File: src/rtl/mem_rw_pkg.sv
// ----------------------------------------------------------------------------
// mem_rw_pkg : state encoding and error codes shared with the memory controller
// Rev 1.0
// ----------------------------------------------------------------------------
`default_nettype none

package mem_rw_pkg;

  typedef enum logic [2:0] {
    IDLE = 3'd0,
    REQ  = 3'd1,
    WDAT = 3'd2,
    RDAT = 3'd3,
    ERR  = 3'd4,
    FIN  = 3'd5
  } state_t;

  localparam logic [2:0] c_ERR_WR_TMO  = 3'd1;
  localparam logic [2:0] c_ERR_RD_TMO  = 3'd2;
  localparam logic [2:0] c_ERR_ACK_TMO = 3'd4;

  // Bus address of a byte: base plus index, wrapping inside the 64-byte space.
  function automatic logic [5:0] addr_at(input logic [5:0] base, input logic [3:0] idx);
    return base + {2'b00, idx};
  endfunction

endpackage

`default_nettype wire

File: src/rtl/mem_rw_wdog.sv
// ----------------------------------------------------------------------------
// mem_rw_wdog : counts cycles spent waiting for the controller acknowledge
// Rev 1.0
// ----------------------------------------------------------------------------
`default_nettype none

module mem_rw_wdog #(
  parameter int ACK_TMO = 31
) (
  input  logic i_clk,
  input  logic i_reset,
  input  logic i_enable,
  input  logic i_clear,
  output logic o_expired
);

  localparam int c_CNT_W = (ACK_TMO > 1) ? $clog2(ACK_TMO) : 1;
  localparam logic [c_CNT_W-1:0] c_LAST = c_CNT_W'(ACK_TMO - 1);

  logic [c_CNT_W-1:0] r_cnt;

  always_ff @(posedge i_clk or negedge i_reset) begin
    if (!i_reset) begin
      r_cnt <= '0;
    end else if (i_clear) begin
      r_cnt <= '0;
    end else if (i_enable && !o_expired) begin
      r_cnt <= r_cnt + 1'b1;
    end
  end

  // Fires during the last permitted waiting cycle so the FSM leaves right after it.
  assign o_expired = i_enable && (r_cnt == c_LAST);

endmodule

`default_nettype wire

File: src/rtl/mem_rw_initiator.sv
// ----------------------------------------------------------------------------
// mem_rw_initiator : turns byte-count read/write commands into bus transfers
// Rev 1.0
// ----------------------------------------------------------------------------
`default_nettype none

module mem_rw_initiator
  import mem_rw_pkg::*;
#(
  parameter int ACK_TMO = 31
) (
  input  logic       i_clk,
  input  logic       i_reset,
  input  logic       i_cmd_valid,
  output logic       o_cmd_ready,
  input  logic       i_cmd_wr,
  input  logic [5:0] i_cmd_addr,
  input  logic [3:0] i_cmd_num_b,
  input  logic [7:0] i_wdata,
  input  logic       i_wdata_valid,
  output logic       o_wdata_ready,
  output logic [7:0] o_rdata,
  output logic       o_rdata_valid,
  output logic       o_cmd_done,
  output logic       o_cmd_err,
  output logic [2:0] o_err_code,
  output logic       o_wr_req,
  output logic       o_rd_req,
  output logic [5:0] o_addr,
  output logic [3:0] o_num_b,
  input  logic       i_ack,
  output logic [7:0] o_wr_data,
  output logic       o_wr_valid,
  input  logic       i_wr_done,
  input  logic [7:0] i_rd_data,
  input  logic       i_rd_valid,
  output logic       o_rd_done,
  input  logic       i_err,
  input  logic [2:0] i_err_code,
  output logic       o_err_ack
);

  state_t     r_state;
  state_t     w_state_nxt;
  logic       r_wr;
  logic [5:0] r_base;
  logic [3:0] r_num_b;
  logic [3:0] r_idx;
  logic [2:0] r_err_code;
  logic       r_err_report;
  logic       r_rd_done_q;
  logic [7:0] r_rdata;

  logic       w_accept;
  logic       w_wr_take;
  logic       w_rd_take;
  logic       w_active;
  logic       w_tmo;
  logic [3:0] w_idx_inc;

  assign w_accept  = (r_state == IDLE) && i_cmd_valid;
  assign w_wr_take = (r_state == WDAT) && i_wdata_valid && i_wr_done;
  assign w_rd_take = (r_state == RDAT) && i_rd_valid && !r_rd_done_q;
  assign w_active  = (r_state == REQ) || (r_state == WDAT) || (r_state == RDAT);
  assign w_idx_inc = r_idx + 4'd1;

  mem_rw_wdog #(
    .ACK_TMO (ACK_TMO)
  ) u_wdog (
    .i_clk     (i_clk),
    .i_reset   (i_reset),
    .i_enable  (r_state == REQ),
    .i_clear   (r_state != REQ),
    .o_expired (w_tmo)
  );

  always_ff @(posedge i_clk or negedge i_reset) begin
    if (!i_reset) begin
      r_state <= IDLE;
    end else begin
      r_state <= w_state_nxt;
    end
  end

  // Controller error outranks acknowledge and completion in the same cycle.
  always_comb begin
    w_state_nxt = r_state;
    case (r_state)
      IDLE: begin
        if (w_accept) begin
          w_state_nxt = (i_cmd_num_b == 4'd0) ? FIN : REQ;
        end
      end
      REQ: begin
        if (i_err) begin
          w_state_nxt = ERR;
        end else if (i_ack) begin
          w_state_nxt = r_wr ? WDAT : RDAT;
        end else if (w_tmo) begin
          w_state_nxt = ERR;
        end
      end
      WDAT: begin
        if (i_err) begin
          w_state_nxt = ERR;
        end else if (w_wr_take && (w_idx_inc == r_num_b)) begin
          w_state_nxt = FIN;
        end
      end
      RDAT: begin
        if (i_err) begin
          w_state_nxt = ERR;
        end else if (w_rd_take && (w_idx_inc == r_num_b)) begin
          w_state_nxt = FIN;
        end
      end
      ERR: begin
        w_state_nxt = r_err_report ? IDLE : ERR;
      end
      FIN: begin
        w_state_nxt = IDLE;
      end
      default: begin
        w_state_nxt = IDLE;
      end
    endcase
  end

  always_ff @(posedge i_clk or negedge i_reset) begin
    if (!i_reset) begin
      r_wr         <= 1'b0;
      r_base       <= '0;
      r_num_b      <= '0;
      r_idx        <= '0;
      r_err_code   <= '0;
      r_err_report <= 1'b0;
      r_rd_done_q  <= 1'b0;
      r_rdata      <= '0;
    end else begin
      if (w_accept) begin
        r_wr    <= i_cmd_wr;
        r_base  <= i_cmd_addr;
        r_num_b <= i_cmd_num_b;
        r_idx   <= '0;
      end else if (w_wr_take || w_rd_take) begin
        r_idx <= w_idx_inc;
      end

      r_rd_done_q <= w_rd_take;
      if (w_rd_take) begin
        r_rdata <= i_rd_data;
      end

      // A controller error is acknowledged first; a timeout is reported directly.
      if (w_active && i_err) begin
        r_err_code   <= i_err_code;
        r_err_report <= 1'b0;
      end else if ((r_state == REQ) && w_tmo && !i_ack) begin
        r_err_code   <= c_ERR_ACK_TMO;
        r_err_report <= 1'b1;
      end else if (r_state == ERR) begin
        r_err_report <= 1'b1;
      end
    end
  end

  assign o_cmd_ready   = (r_state == IDLE);
  assign o_wr_req      = (r_state == REQ) && r_wr;
  assign o_rd_req      = (r_state == REQ) && !r_wr;
  assign o_addr        = addr_at(r_base, r_idx);
  assign o_num_b       = r_num_b;
  assign o_wr_valid    = (r_state == WDAT) && i_wdata_valid;
  assign o_wr_data     = (r_state == WDAT) ? i_wdata : 8'd0;
  assign o_wdata_ready = w_wr_take;
  assign o_rd_done     = w_rd_take;
  assign o_rdata_valid = w_rd_take;
  assign o_rdata       = w_rd_take ? i_rd_data : r_rdata;
  assign o_cmd_done    = (r_state == FIN);
  assign o_err_ack     = (r_state == ERR) && !r_err_report;
  assign o_cmd_err     = (r_state == ERR) && r_err_report;
  assign o_err_code    = o_cmd_err ? r_err_code : 3'd0;

endmodule

`default_nettype wire

File: config.mk
export PLATFORM = sky130hd
export DESIGN_NAME = mem_rw_initiator
export DESIGN_NICKNAME = d
export VERILOG_FILES = /design/src/rtl/mem_rw_pkg.sv /design/src/rtl/mem_rw_wdog.sv /design/src/rtl/mem_rw_initiator.sv
export SDC_FILE = /design/constraint.sdc
export NUM_CORES = 1
export LEC_CHECK = 0
export BUFFER_PORTS_ARGS = -buffer_cell sky130_fd_sc_hd__clkbuf_2
export CAP_MARGIN = 25
export CORE_AREA = 3 3 72 74
export CTS_CLUSTER_DIAMETER = 150
export CTS_CLUSTER_SIZE = 28
export DETAILED_ROUTE_END_ITERATION = 10
export DIE_AREA = 0 0 75 77
export HOLD_SLACK_MARGIN = 0.15
export PLACE_DENSITY = 0.82
export SYNTH_ARGS = -nofsm -noshare
export SYNTH_HDL_FRONTEND = slang
export SYNTH_HIERARCHICAL = 1
export SYNTH_SLANG_ARGS = --single-unit
File: constraint.sdc
create_clock -name i_clk -period 1.9 [get_ports i_clk]
set_input_delay 0.19 -clock i_clk [delete_from_list [all_inputs] [get_ports i_clk]]
set_output_delay 0.19 -clock i_clk [all_outputs]
set_load 0.005 [all_outputs]
==> results of run 1 <==
[final cells by class]
class	instances	area, um^2
Clock buffer	5	68.8
Clock inverter	3	46.3
Fill cell	326	1660
Inverter	10	37.5
Multi-Input combinational cell	145	1110
Sequential cell	36	901
Tap cell	54	67.6
Timing Repair Buffer	117	769
[worst max-delay path, stage by stage (launching register included)]
cell and delay (ns):
dfrtp_1 0.41, buf_6 0.13, ha_4 0.15, a21o_1 0.20, a21oi_2 0.16, nor2b_1 0.06, o21ai_1 0.18, xnor2_1 0.13
buf_2 0.13
[power breakdown]
| part | switching, mW | total (mW) | internal, mW |
|---|---|---|---|
| combinational | 0.838 | 1.77 | 0.936 |
| clock | 0.300 | 0.695 | 0.395 |
| sequential | 0.207 | 1.25 | 1.04 |
| total | 1.35 | 3.72 | 2.38 |
[worst max path at each step]
| stage | to | slack, ns | from |
|---|---|---|---|
| 2_1_floorplan | r_state[1]$_DFFE_PN0P_ | 0.1 | r_idx[0]$_DFFE_PN0P_ |
| 3_3_place_gp | r_state[1]$_DFFE_PN0P_ | 0.08 | r_idx[1]$_DFFE_PN0P_ |
| 3_5_place_dp | r_state[1]$_DFFE_PN0P_ | -0.03 | r_idx[1]$_DFFE_PN0P_ |
| 4_1_cts | o_addr[4] | -0.08 | r_idx[0]$_DFFE_PN0P_ |
| 5_1_grt | r_state[1]$_DFFE_PN0P_ | -0.18 | r_idx[1]$_DFFE_PN0P_ |
| 6_report | o_addr[5] | -0.14 | r_idx[0]$_DFFE_PN0P_ |
[cells in the mapped netlist (all sizes together)]
cell type	instances	area (um^2)
mux2	19	214
o21bai	1	7.51
xor2	5	43.8
inv	10	37.5
nand3	1	5.00
a31oi	1	6.26
nand3b	1	7.51
nor2b	4	25.0
nor4	4	31.3
o211ai	1	7.51
buf	6	32.5
a211o	1	10.0
o311ai	1	8.76
nor3	4	20.0
and4	1	11.3
and2	14	87.6
or3	1	6.26
o41ai	1	8.76
and3	2	12.5
and4b	2	20.0
nor4b	1	8.76
nor2	18	67.6
fa	1	20.0
nand4	1	6.26
nand2b	4	25.0
clkbuf	4	15.0
a21o	2	15.0
nor3b	2	15.0
ha	7	87.6
a311oi	1	8.76
a21oi	9	45.0
xnor2	8	70.1
o21ai	10	50.1
or3b	1	8.76
nand2	16	60.1
dfrtp	36	901
[per-layer routing]
layer | wire, um | track usage (%) | vias up
li1 | - | - | 910
met1 | 2150 | 22.3 | 909
met2 | 2890 | 33.4 | 104
met3 | 407 | 4.72 | 21
met4 | 192 | 10.9 | 0
met5 | 0 | 0 | -
[cell families (layout without fill, tap and decap cells)]
logic type,count (synthesis),count (layout)
AOI/OAI and AO/OA,28,28
xor gates and xnor gates,13,13
adders and majority gates,8,8
buffers and inverters,20,135
DFF,36,36
muxes,19,19
and+or+nand+nor,77,77
[what timing repair did]
item / 4_1_cts / 5_1_grt
endpoints found under the hold margin: 36 / 1
pin swaps: 6 / 9
hold buffers: 20 / 1
buffers inserted: 7 / 3
gates resized for setup: 18 / 8
setup endpoints to repair: 12 / 17
[sequential cells by signal, indices dropped and copies added (netlist names)]
signal        flops
r_err_report      1
r_base            6
o_num_b           4
r_rd_done_q       1
r_idx             4
r_err_code        3
r_wr              1
r_rdata           8
r_state           3
u_wdog/r_cnt      5
==> results.md, run 1 <==
- Ys Warns: 6
- Setup TNS: -0.461 ns
- Tmin final: 2.04 ns
- Actual slew at the worst max-slew pin: 0.455 ns
- Boundary Pins: 77
- Mapped Avg Cell Area: 9.98 um^2
- Dpl ws: -0.0252 ns
- FF+latch count, synth: 36
- Num CTS Buffers: 5
- Worst ir drop on vdd: 1.00 mV
- Largest family of logic cells by synthesized area: simple AND/OR/NAND/NOR gates
- Pin count of the biggest net entering global routing: 20
- GP Congestion: 0.848
- Hold EP: r_err_code[2]$_DFFE_PN0P_
- Hold_ws: 0.173 ns
- Vias in the first global route: 1909
- Slew Limit Fails: 0
- Initial core utilization: 43.1%
- FF-to-FF path depth: 7
- Crit end category: output port
- Die span in y: 77 um
- Period utilization: 107%
- DR pass1 iterations: 4
- Reg-to-Reg Start: r_idx[0]$_DFFE_PN0P_
- Synthesized cell area: 2010 um^2
- Max-Cap Viols: 0
- TritonCTS clock tree: done
- Number of antenna-violating nets in the routed design: 0
- Most common cell after layout, fill and taps aside: clkbuf_2
- Leading cell types in the layout, fill and taps excluded: 73 x clkbuf_2, 36 x dfrtp_1, 21 x dlygate4sd3_1, 17 x nor2_1, 17 x buf_4
- Worst R2R Setup Slack: -0.13 ns
- Final #Nets: 361
- WP data arrival: 1.85 ns
- FF-to-FF End: r_state[1]$_DFFE_PN0P_
- Slew margin rel.: 69.6%
- Drt first-iter violations: 103
- Row count: 25
- Clk Latency, worst-skew pair: 0.30 ns
- Synth Area in Compound Gates: 8.35%
- All-layer global routing usage: 19.9%
- Utilization after layout: 64.3%
- DR WL/cell: 15.2 um
- Htree depth: 2
- Type of the most critical hold path: in -> reg
- Global route overflow: 0
- HPWL after DPL: 3750 um
- Final Hold Viols: 0
- Clk root buf: clkbuf_8
- FMAX: 0.491 GHz
- Area after DPL: 2510 um^2
- Layout cells sized above 1: 43.4%
- Die width: 75 um
- Post-synthesis xor/xnor area fraction: 5.67%
- Reg clk slew, reported paths: 0.08 ns
- Clock skew: 0.00545 ns
- CP Max Fanout: 2
- Routed WL: 5630 um
- Post-synthesis simple-gate area fraction: 20.8%
- N_diodes: 0
- Clock sinks: 36
- Setup-failing EPs final: 7
- Hold Path Cell Cnt: 3
- Worst Path Required: 1.71 ns
- Total die area: 5780 um^2
- Register area share after synthesis: 44.9%
- Synth Area in Adders: 5.36%
- Initial antenna violation count: 0
- Cell count after synthesis: 201
- Synth cell types: 38
- RSZ-0062 raised after global routing: true
- Fin cells: 370
- Syn_nets: 247
- Port buffer count: 76
- Clk buf depth: 2
- Multiplexer share of the synthesized area: 10.7%
- Post-Layout Inst Area: 3000 um^2
- Startpoint Class: flip-flop
- Power per Cell Area: 1240 nW/um^2
- Leak Pwr: 1.52 nW
- Dpl cells: 331
- Violated checks: negative setup slack
- Post-DR vias/cell: 5.25
- First-pass GRT wire length: 8670 um
- Setup CP Type: reg -> out
- Remaining DRCs: 0
- Area growth from synthesis to layout: 49.3%
- Core Area: 4660 um^2
- Total design power: 3.72 mW
- Vias: 1944
- Min-delay src: i_err_code[2]
- Final worst slack: -0.138 ns
- Status: finished, violations left
Power figures use the tool's default switching activity.
==> inputs of run 2 (changes only) <==
Settings changed: CORE_AREA 3 3 72 74 to 3 3 67 69, DIE_AREA 0 0 75 77 to 0 0 70 72, PLACE_DENSITY 0.82 to 0.89.
Clock period 1.9 ns to 2.4 ns, I/O delays scaled along.
==> results.md, run 2 (same netlist as run 1, synthesis figures left out) <==
- Status: completed
- Number of antenna-violating nets in the routed design: 0
- Most common cell after layout, fill and taps aside: clkbuf_2
- N_diodes: 0
- Worst Path Required: 2.16 ns
- Port buffer count: 76
- Vias in the first global route: 1589
- Hold EP: r_err_code[1]$_DFFE_PN0P_
- DR WL/cell: 13.1 um
- Utilization after layout: 64.4%
- Setup-failing EPs final: 0
- FMAX: 0.450 GHz
- Clk Latency, worst-skew pair: 0.30 ns
- Slew margin rel.: 41.6%
- FF-to-FF path depth: 6
- Slowest Stage Delay on Critical Path: 0.45 ns
- Min-delay src: i_err_code[1]
- Row count: 23
- Worst ir drop on vdd: 0.586 mV
- Initial core utilization: 50.5%
- Num CTS Buffers: 5
- All-layer global routing usage: 18.4%
- Biggest regs: r_rdata x8, r_base x6, u_wdog/r_cnt x5
- Total die area: 5040 um^2
- Setup CP Type: reg -> out
- Crit-path leading delay family: compound AO/OA/AOI/OAI gates
- Tmin final: 2.22 ns
- FF-to-FF End: r_state[1]$_DFFE_PN0P_
- GP Congestion: 0.819
- Core Area: 3970 um^2
- RSZ-0062 raised after global routing: false
- Initial antenna violation count: 0
- Crit-path slowest cell: dfrtp_1
- CP Depth: 7
- Type of the most critical hold path: in -> reg
- Reg clk slew, reported paths: 0.08 ns
- Die span in y: 72 um
- Power per Cell Area: 988 nW/um^2
- Drt first-iter violations: 99
- DR pass1 iterations: 4
- Largest register FFs: 8
- Final Hold Viols: 0
- Period utilization: 92.6%
- WP data arrival: 1.98 ns
- Post-DR vias/cell: 5.20
- Clk root buf: clkbuf_8
- Fillers: 334
- CP Max Fanout: 5
- Routed WL: 4340 um
- First-pass GRT wire length: 7420 um
- Htree depth: 2
- Clock sinks: 36
- Leak Pwr: 1.32 nW
- Buf+Inv Stages, Crit Path: 1
- Die width: 70 um
- Multi-input gate area: 1020 um^2
- Slew Limit Fails: 0
- FF+latch area: 901 um^2
- Setup TNS: 0 ns
- Clk buf depth: 2
- Leading cell types in the layout, fill and taps excluded: 76 x clkbuf_2, 36 x dfrtp_1, 19 x mux2_2, 18 x nor2_1, 16 x nand2_1
- Final #Nets: 327
- Global route overflow: 0
- Max-Cap Viols: 0
- HPWL after DPL: 3390 um
- Startpoint Class: flip-flop
- Vias: 1725
- Boundary Pins: 77
- Reg-to-Reg Start: r_idx[0]$_DFFE_PN0P_
- Worst R2R Setup Slack: 0.45 ns
- Hold Path Cell Cnt: 3
- CP Cell Sequence: ha_1 -> a21o_1 -> a21oi_1 -> nor2b_1 -> o21ai_0 -> xnor2_1 -> clkbuf_2
- TritonCTS clock tree: done
- Layout cells sized above 1: 39.4%
- Crit end category: output port
- Remaining DRCs: 0
- Actual slew at the worst max-slew pin: 0.876 ns
- Biggest register: r_rdata
- Pin count of the biggest net entering global routing: 37
- Post-CTS Setup Bufs: 0
- Clock skew: 0.00704 ns
- Area growth from synthesis to layout: 27.4%
==> run 2: power breakdown <==
part	switching, mW	total, mW	internal [mW]	leakage [nW]
registers	0.176	1.00	0.826	0.457
logic	0.520	1.08	0.562	0.823
clock network	0.237	0.442	0.205	0.0404
==> run 2: tightest hold or removal path: stages <==
cell,delay [ns]
clkbuf_2,0.08
nand2_1,0.04
o21ai_0,0.06
==> run 2: what timing repair did <==
item / 4_1_cts / 5_1_grt
endpoints found under the setup margin: 0 / 8
hold buffers: 3 / 0
hold endpoints to repair: 38 / 0
resized for setup: 0 / 1
==> run 2: cell type report <==
class,instances,share of cell area (%)
clock buffer,5,2.69
clock inverter,3,0.930
inverter,10,1.47
multi-input combinational,145,40.0
sequential,36,35.2
tap,50,2.45
timing repair buffer,83,17.2
==> run 2: per-layer routing <==
metal | GRT usage (%) | routed length (um) | vias up
met5 | 0 | 0 | -
met3 | 5.26 | 400 | 7
met1 | 22.8 | 1740 | 801
li1 | - | - | 848
met2 | 30.8 | 2120 | 69
met4 | 7.02 | 71 | 0
==> run 2: per-stage QoR <==
stage | cells | cell area, um^2 | power, mW | hold slack, ns | setup WS [ns]
after floorplan | 201 | 2010 | 1.68 | -0.0556 | 0.595
after global placement | 321 | 2430 | 2.06 | 0.396 | 0.456
after detailed placement | 321 | 2430 | 2.10 | 0.399 | 0.377
after CTS | 332 | 2550 | 2.56 | 0.150 | 0.0391
after global routing | 332 | 2560 | 2.75 | 0.155 | 0.00832
final | 332 | 2560 | 2.53 | 0.154 | 0.177
==> run 2: worst max-delay path by stage <==
stage | from | end | slack (ns)
floorplan | r_idx[0]$_DFFE_PN0P_ | r_state[1]$_DFFE_PN0P_ | 0.60
finish | r_idx[1]$_DFFE_PN0P_ | o_addr[5] | 0.18
CTS | r_state[1]$_DFFE_PN0P_ | o_rdata[0] | 0.04
detailed placement | r_state[1]$_DFFE_PN0P_ | o_rdata[2] | 0.38
global route | r_idx[1]$_DFFE_PN0P_ | o_addr[5] | 0.008
global placement | r_state[2]$_DFFE_PN0P_ | o_rdata[1] | 0.46
